$ cat config.mk
export PLATFORM = sky130hd
export DESIGN_NAME = inst_fetch_unit
export DESIGN_NICKNAME = d
export VERILOG_FILES = /design/src/rtl/mips_pkg.sv /design/src/rtl/next_pc_calc.sv /design/src/rtl/inst_fetch_unit.sv
export SDC_FILE = /design/constraint.sdc
export NUM_CORES = 1
export LEC_CHECK = 0
export ABC_AREA = 1
export BUFFER_PORTS_ARGS = -buffer_cell sky130_fd_sc_hd__buf_4
export CORE_MARGIN = 3
export CORE_UTILIZATION = 39
export CTS_CLUSTER_DIAMETER = 50
export DETAILED_ROUTE_END_ITERATION = 12
export GPL_ROUTABILITY_DRIVEN = 0
export SLEW_MARGIN = 15
export SYNTH_ARGS = -nofsm -noshare
export SYNTH_HDL_FRONTEND = slang
export SYNTH_HIERARCHICAL = 1
export SYNTH_SLANG_ARGS = --single-unit
$ cat constraint.sdc
create_clock -name clk -period 2.9 [get_ports clk]
set_input_delay 0.29 -clock clk [delete_from_list [all_inputs] [get_ports clk]]
set_output_delay 0.29 -clock clk [all_outputs]
set_load 0.02 [all_outputs]
$ cat src/rtl/mips_pkg.sv
// Shared types and constants for the MIPS fetch/control slice.
package mips_pkg;

    typedef enum logic [1:0] {
        START = 2'd0,
        FETCH = 2'd1,
        EXEC  = 2'd2
    } fetchState_t;

    localparam logic [5:0] OP_RTYPE = 6'b000000;
    localparam logic [5:0] OP_LW    = 6'b100011;
    localparam logic [5:0] OP_SW    = 6'b101011;
    localparam logic [5:0] OP_BEQ   = 6'b000100;
    localparam logic [5:0] OP_J     = 6'b000010;

    localparam logic [31:0] NOP_WORD = 32'h0000_0000;

endpackage

$ cat src/rtl/next_pc_calc.sv
// Next-PC selection from the decoder's J/B outputs and the ALU zero flag.
// Purely combinational so a multicycle controller can reuse it unchanged.
module next_pc_calc (
    input  logic [31:0] pc_plus4,
    input  logic [31:0] inst,
    input  logic        J,
    input  logic        B,
    input  logic        zero,
    output logic [31:0] next_pc
);

    logic [31:0] branchOffset;

    assign branchOffset = {{14{inst[15]}}, inst[15:0], 2'b00};

    // J wins outright, so B is don't-care whenever J is set.
    always_comb begin
        next_pc = pc_plus4;
        if (J)
            next_pc = {pc_plus4[31:28], inst[25:0], 2'b00};
        else if (B && zero)
            next_pc = pc_plus4 + branchOffset;
    end

endmodule

$ cat src/rtl/inst_fetch_unit.sv
// PC holder and instruction fetcher: req/ack fetch from instruction memory,
// presents the instruction to the decoder and retires it into the next PC.
module inst_fetch_unit
    import mips_pkg::*;
#(
    parameter logic [31:0] RESET_PC    = 32'h0000_0000,
    parameter int          TIMEOUT_CYC = 255
) (
    input  logic        clk,
    input  logic        rst,
    output logic        imem_req,
    output logic [31:0] imem_addr,
    input  logic        imem_ack,
    input  logic [31:0] imem_rdata,
    input  logic        hold,
    input  logic        J,
    input  logic        B,
    input  logic        zero,
    output logic [31:0] inst,
    output logic [5:0]  opCode,
    output logic        inst_valid,
    output logic [31:0] pc,
    output logic [31:0] pc_plus4,
    output logic [31:0] inst_count,
    output logic        fetch_err
);

    localparam logic [31:0] RESET_PC_ALIGNED = {RESET_PC[31:2], 2'b00};
    localparam logic [15:0] TIMEOUT_LIMIT    = 16'(TIMEOUT_CYC);

    fetchState_t state, nextState;
    logic [31:0] pcReg, instReg, countReg, nextPc;
    logic [15:0] waitCnt;
    logic        errReg;
    logic        fetchDone, retire;

    // NOTE: registered state uses non-blocking assignments so every flop
    // samples pre-edge values regardless of block ordering.
    always_ff @(posedge clk) begin
        if (rst)
            state <= START;
        else
            state <= nextState;
    end

    // NOTE: every output of this block gets a default first; a path that
    // leaves one unassigned would infer a latch.
    always_comb begin
        nextState  = state;
        imem_req   = 1'b0;
        inst_valid = 1'b0;
        fetchDone  = 1'b0;
        retire     = 1'b0;
        unique case (state)
            START: nextState = FETCH;
            FETCH: begin
                imem_req = 1'b1;
                if (imem_ack) begin
                    fetchDone = 1'b1;
                    nextState = EXEC;
                end
            end
            EXEC: begin
                inst_valid = 1'b1;
                if (!hold) begin
                    retire    = 1'b1;
                    nextState = FETCH;
                end
            end
            default: nextState = START;
        endcase
    end

    next_pc_calc uNextPc (
        .pc_plus4 (pc_plus4),
        .inst     (instReg),
        .J        (J),
        .B        (B),
        .zero     (zero),
        .next_pc  (nextPc)
    );

    always_ff @(posedge clk) begin
        if (rst) begin
            pcReg    <= RESET_PC_ALIGNED;
            instReg  <= NOP_WORD;
            countReg <= 32'd0;
            waitCnt  <= 16'd0;
            errReg   <= 1'b0;
        end else begin
            if (fetchDone) begin
                instReg <= imem_rdata;
                waitCnt <= 16'd0;
            end else if (imem_req) begin
                // Saturate so a very long stall cannot wrap the counter.
                if (waitCnt != TIMEOUT_LIMIT)
                    waitCnt <= waitCnt + 16'd1;
                if (waitCnt == TIMEOUT_LIMIT - 16'd1)
                    errReg <= 1'b1;
            end
            if (retire) begin
                pcReg    <= nextPc;
                countReg <= countReg + 32'd1;
            end
        end
    end

    assign imem_addr  = pcReg;
    assign pc         = pcReg;
    assign pc_plus4   = pcReg + 32'd4;
    assign inst       = instReg;
    assign opCode     = instReg[31:26];
    assign inst_count = countReg;
    assign fetch_err  = errReg;

endmodule
# Yosys cells after proc, flatten, opt, wreduce, memory -nomap -nowiden
# Index checks and enable logic that the tools add are counted.
# totals
register_bits,115
input_bits,39
output_inout_bits,169
wordCells,34
# classes
addsub,4
eq_ne,6
n_mux,11
bitwise_logic,1
reduce_logical,6
# op_table
op,n
32-bit 2-to-1 mux,2
"32-bit by 1-bit adder with 32-bit output, second input constant",1
"32-bit by 3-bit adder with 32-bit output, second input constant",1
32-bit adder,1
"16-bit by 1-bit adder with 16-bit output, second input constant",1
"16-bit by 8-bit == test with 1-bit output, second input constant",1
"16-bit by 8-bit != test with 1-bit output, second input constant",1
1-bit 2-to-1 mux,6
2-bit one-hot mux with 3 select lines,1
2-bit 2-to-1 mux,2
"2-bit != test, second input constant",2
2-bit AND reduction,2
3-bit AND reduction,1
"2-bit by 1-bit == test with 1-bit output, second input constant",1
"2-bit == test, second input constant",1
2-bit zero test,1
2-bit OR reduction,1
1-bit logical AND,1
1-bit NOT,1

# Longest topological paths before layout
# logic_depth
depth_word,4
ltp_mapped,22
ltp_nobuf,22

# Modules after synthesis
# Netlist, hierarchy kept.
# by_module_without_submodules
mod,n_inst,cells_per_inst,area_each_um2
inst_fetch_unit,1,903,6093.3
next_pc_calc,1,620,2975.4

# Worst setup path after synthesis
# No wires, ideal clock.
# synth_timing
kind,reg-to-reg
startpoint,"register pcReg[3], in the netlist imem_addr[3]"
endpoint,"register pcReg[29], in the netlist imem_addr[29]"
arrival_ns,3.051
t_required_ns,2.772
slack_ns,-0.279
path_stages_with_launch,22
path_buffers,0
cell_sequence,dfxtp_1 > ha_1 > nand2_1 > nor3_2 > and2_1 > nand3_1 > xor2_1 > ha_1 > nand2_1 > inv_1 > nand2_1 > nand2_1 > inv_1 > nand2_1 > a21oi_1 > nand2_1 > nand2_1 > nand3_1 > nand2_1 > inv_1 > o21ai_0 > a21oi_1
# synth_via
elab_chain_len,4
# synth_rtl
item,line_no,rtl
start: declaration,inst_fetch_unit.sv:32,"logic [31:0] pcReg, instReg, countReg, nextPc;"
start signal: assignment,inst_fetch_unit.sv:102,pcReg <= nextPc;
32-bit by 3-bit adder with 32-bit output,inst_fetch_unit.sv:110,assign pc_plus4 = pcReg + 32'd4;
net pc_plus4[20],inst_fetch_unit.sv:23,"output logic [31:0] pc_plus4,"
32-bit adder,next_pc_calc.sv:22,next_pc = pc_plus4 + branchOffset;
32-bit 2-to-1 mux,next_pc_calc.sv:21,else if (B && zero)
32-bit 2-to-1 mux,next_pc_calc.sv:19,if (J)
net nextPc[29],inst_fetch_unit.sv:32,
# The timed path passes the listed nets, and every way through them passes these cells.
# A chain may end at the register's enable or synchronous reset.

# Final worst setup path
# layout_timing
startpoint,"register pcReg[4], in the netlist imem_addr[4]"
endpoint,"register pcReg[19], in the netlist imem_addr[19]"
# layout_via
elab_chain_len,4
# layout_rtl
item,line_no
32-bit by 3-bit adder with 32-bit output *,inst_fetch_unit.sv:110
32-bit adder,next_pc_calc.sv:22
32-bit 2-to-1 mux *,next_pc_calc.sv:21
32-bit 2-to-1 mux *,next_pc_calc.sv:19
net nextPc[19],inst_fetch_unit.sv:32
# Mark *: on every way through the listed nets, which the timed path passes. The rest lies on a longest branch.

==> impl_metrics.toml <==
[detailed_routing]
drc = 0
viasPerCell = 4.991
first_pass_iters = 6
drtIter0Drc = 810
routedWlPerCell_microns = 16.09
wirelength_mm = 34.78
vias = 10791
postRouteAntennaNets = 0

[synth]
synth_cell_types = 39
synth_top_area_frac = 0.2539
synth.largest_area_cell = "dfxtp_1"
syn-num-nets = 1596
netlist_instances = 1523
ys_seq_area_frac = 0.2539
avgSynthCellArea_sq_um = 5.954
synth-seq-cells = 115
syn_area_sq_mm = 0.009069
synth_edf_count = 0
yosysWarnings = 6
synthTopCellsByArea = "dfxtp_1 (25%), nand2_1 (21%), inv_1 (8.0%)"
synth_ff_type = "dfxtp_1"
async_reset_ff_frac = 0

[clocking]
hold_buffers = 0
cts_max_level = 4
cts_buffers = 17
cts_sinks = 115
path_clk_slew_ns = 0.05
cts_tree = "built"
clk_latency_ns = 0.42
clock_path_buffers = 2
root_buffer = "clkbuf_16"

[final_layout]
design_area_sq_mm = 0.01374
final_cells = 2162
layout.area.seq_sq_mm = 0.002330
area_growth_pct = 51.46
layout_common_cells = "nand2_1 (428), buf_4 (373), inv_1 (178), nor2_1 (114), dfxtp_1 (99)"
drive_above_1_share = 0.3683
nFillCells = 2149
diodes = 0
final_common_cell = "nand2_1"
multi_input_area_sq_mm = 0.006834
num-nets-final = 1912

[sta]
final.setup_skew_ns = 0.01583
fin_ws_ns = -0.007808
maxSlewViolCount = 0
worst_slew_pin_slew_ns = 0.7259
fin_crit_sh = 1.003
rsz0062_at_grt = "yes"
hold_viol = 0
max_freq_ghz = 0.3439
final.setup.tns_ns = -0.02628
setup_violations = 4
timing.hold.ws_ns = 0.1637
fin_crit_ns = 2.908
slew_headroom = 0.5130

[global_route]
grt_max_degree = 62
grt_first_pass_wirelength_mm = 52.90
gr-total-overflow = 0
grtUsageTotal = 0.2681
grt_pass1_vias = 10058
grt_antenna_before_repair = 0

[power_and_ir_drop]
p_leak_nw = 6.582
powerDensity_mw_per_mm2 = 315.5
vdd_drop_max_uv = 400.2

[floorplan]
die_h_microns = 158.5
core_area_sq_mm = 0.02278
fp.dieW_microns = 158.5
rows = 55
start_util = 0.3981
ios = 208
die_area_sq_mm = 0.02512

[place]
portBuffers = 207
placed_area_sq_mm = 0.01184
dp_hpwl_mm = 26.64
dp.cells = 2112

[critical_path]
crit_family = "simple AND/OR/NAND/NOR gates"
critPathLaunchType = "flip-flop"
cp_data_required_time_ns = 3.18
crit_path_cell_trace = "nand3_2 > buf_4 > inv_1 > nand2_2 > xor2_4 > ha_1 > buf_4 > nand2_2 > inv_1 > nand2_1 > nand2_2 > inv_2 > nand3_4 > nand3_2 > nand2_1 > nand2_1 > nand3_1 > nand2_2 > nand2_1 > o21ai_1 > a21oi_1"
cp_num_cells = 21
endpoint_kind = "flip-flop"
path_buf_inv = 5
r2r_cells = 21
cpPeakStageDelay_ns = 0.37
crit_slowest_cell = "dfxtp_4"
worstPathArrival_ns = 3.18
worstPathMaxFanout = 4
timing_worst_setup_path_type = "reg -> reg"

[hold_path]
worstHoldPathCells = 3
hold_class = "in -> reg"

[run_status]
status = "finished, violations left"
failed_checks = "negative setup slack"

[job]
max_cap_viol_count = 0
worst register-to-register path, stage by stage (launching register included):
cell,delay (ns)
dfxtp_4,0.37
nand3_2,0.13
buf_4,0.18
inv_1,0.06
nand2_2,0.15
xor2_4,0.21
ha_1,0.32
buf_4,0.15
nand2_2,0.13
inv_1,0.06
nand2_1,0.07
nand2_2,0.08
inv_2,0.07
nand3_4,0.11
nand3_2,0.10
nand2_1,0.06
nand2_1,0.09
nand3_1,0.10
nand2_2,0.11
nand2_1,0.05
o21ai_1,0.11
a21oi_1,0.05
metrics by stage:
| stage | power [mW] | utilization | setup WS [ns] |
|---|---|---|---|
| after global routing | 4.491 | 0.6030 | -0.1859 |
| final | 4.333 | 0.6030 | -0.007808 |
| after detailed placement | 2.341 | 0.5196 | -0.3328 |
| after floorplan | 2.053 | - | 0.007404 |
| after global placement | 2.339 | 0.5196 | -0.3404 |
| after CTS | 4.318 | 0.5674 | -0.01764 |
where the power goes:
| group | internal (mW) | leakage [nW] | switching, mW |
|---|---|---|---|
| clock network | 1.23 | 0.266 | 0.705 |
| registers | 1.62 | 0.939 | 0.0413 |
| logic | 0.304 | 5.38 | 0.440 |
cell type report:
| class | count | area share |
|---|---|---|
| Clock buffer | 24 | 0.03507 |
| Clock inverter | 5 | 0.003917 |
| Inverter | 199 | 0.05493 |
| Multi-Input combinational cell | 1125 | 0.4975 |
| Sequential cell | 115 | 0.1696 |
| Tap cell | 313 | 0.02851 |
| Timing Repair Buffer | 381 | 0.2104 |
synth_stat cells (16+ instances only):
| master | n |
|---|---|
| nand2_1 | 499 |
| inv_1 | 194 |
| nor2_1 | 139 |
| dfxtp_1 | 115 |
| nand3_1 | 115 |
| a21oi_1 | 112 |
| o21ai_0 | 51 |
| buf_4 | 41 |
| xor2_1 | 37 |
| ha_1 | 33 |
| nand4_1 | 32 |
| clkbuf_1 | 27 |
| nor3_1 | 16 |
registers in the layout, summed over array words and instances (netlist names):
signal	cells
fetch_err	1
imem_addr	32
inst	32
inst_count	32
state	2
waitCnt	16
cell families after synthesis:
kind of cell,share of synthesized area
flip-flops,0.2539
adder cells (fa/ha/maj),0.04774
XOR/XNOR,0.04732
AND/OR/NAND/NOR,0.4123
buffers and inverters,0.1367
AO/OA/AOI/OAI,0.1021
metal layers:
| metal | track usage | vias up | part of all wire |
|---|---|---|---|
| met5 | 0 | - | 0 |
| met4 | 0.08316 | 0 | 0.028 |
| met3 | 0.05572 | 63 | 0.071 |
| met2 | 0.4414 | 391 | 0.48 |
| met1 | 0.3537 | 4950 | 0.42 |
| li1 | - | 5387 | - |
timing repair:
action	in CTS	in global routing
endpoints found under the setup margin	23	25
pin swaps	30	84
gates resized for setup	102	180
buffers inserted	9	12
path summary, 6_finish.rpt:
| path | from | to | slack (ns) |
|---|---|---|---|
| setup / recovery | imem_addr[4]$_SDFFE_PP0P_ | imem_addr[19]$_SDFFE_PP0P_ | -0.008 |
| hold / removal | imem_rdata[14] | inst[14]$_SDFFE_PP0P_ | 0.16 |
| setup reg to reg | imem_addr[4]$_SDFFE_PP0P_ | imem_addr[19]$_SDFFE_PP0P_ | -0.008 |
| hold reg to reg | fetch_err$_SDFFE_PP0P_ | fetch_err$_SDFFE_PP0P_ | 0.45 |
Note: power is estimated with default switching activity, not from simulation.
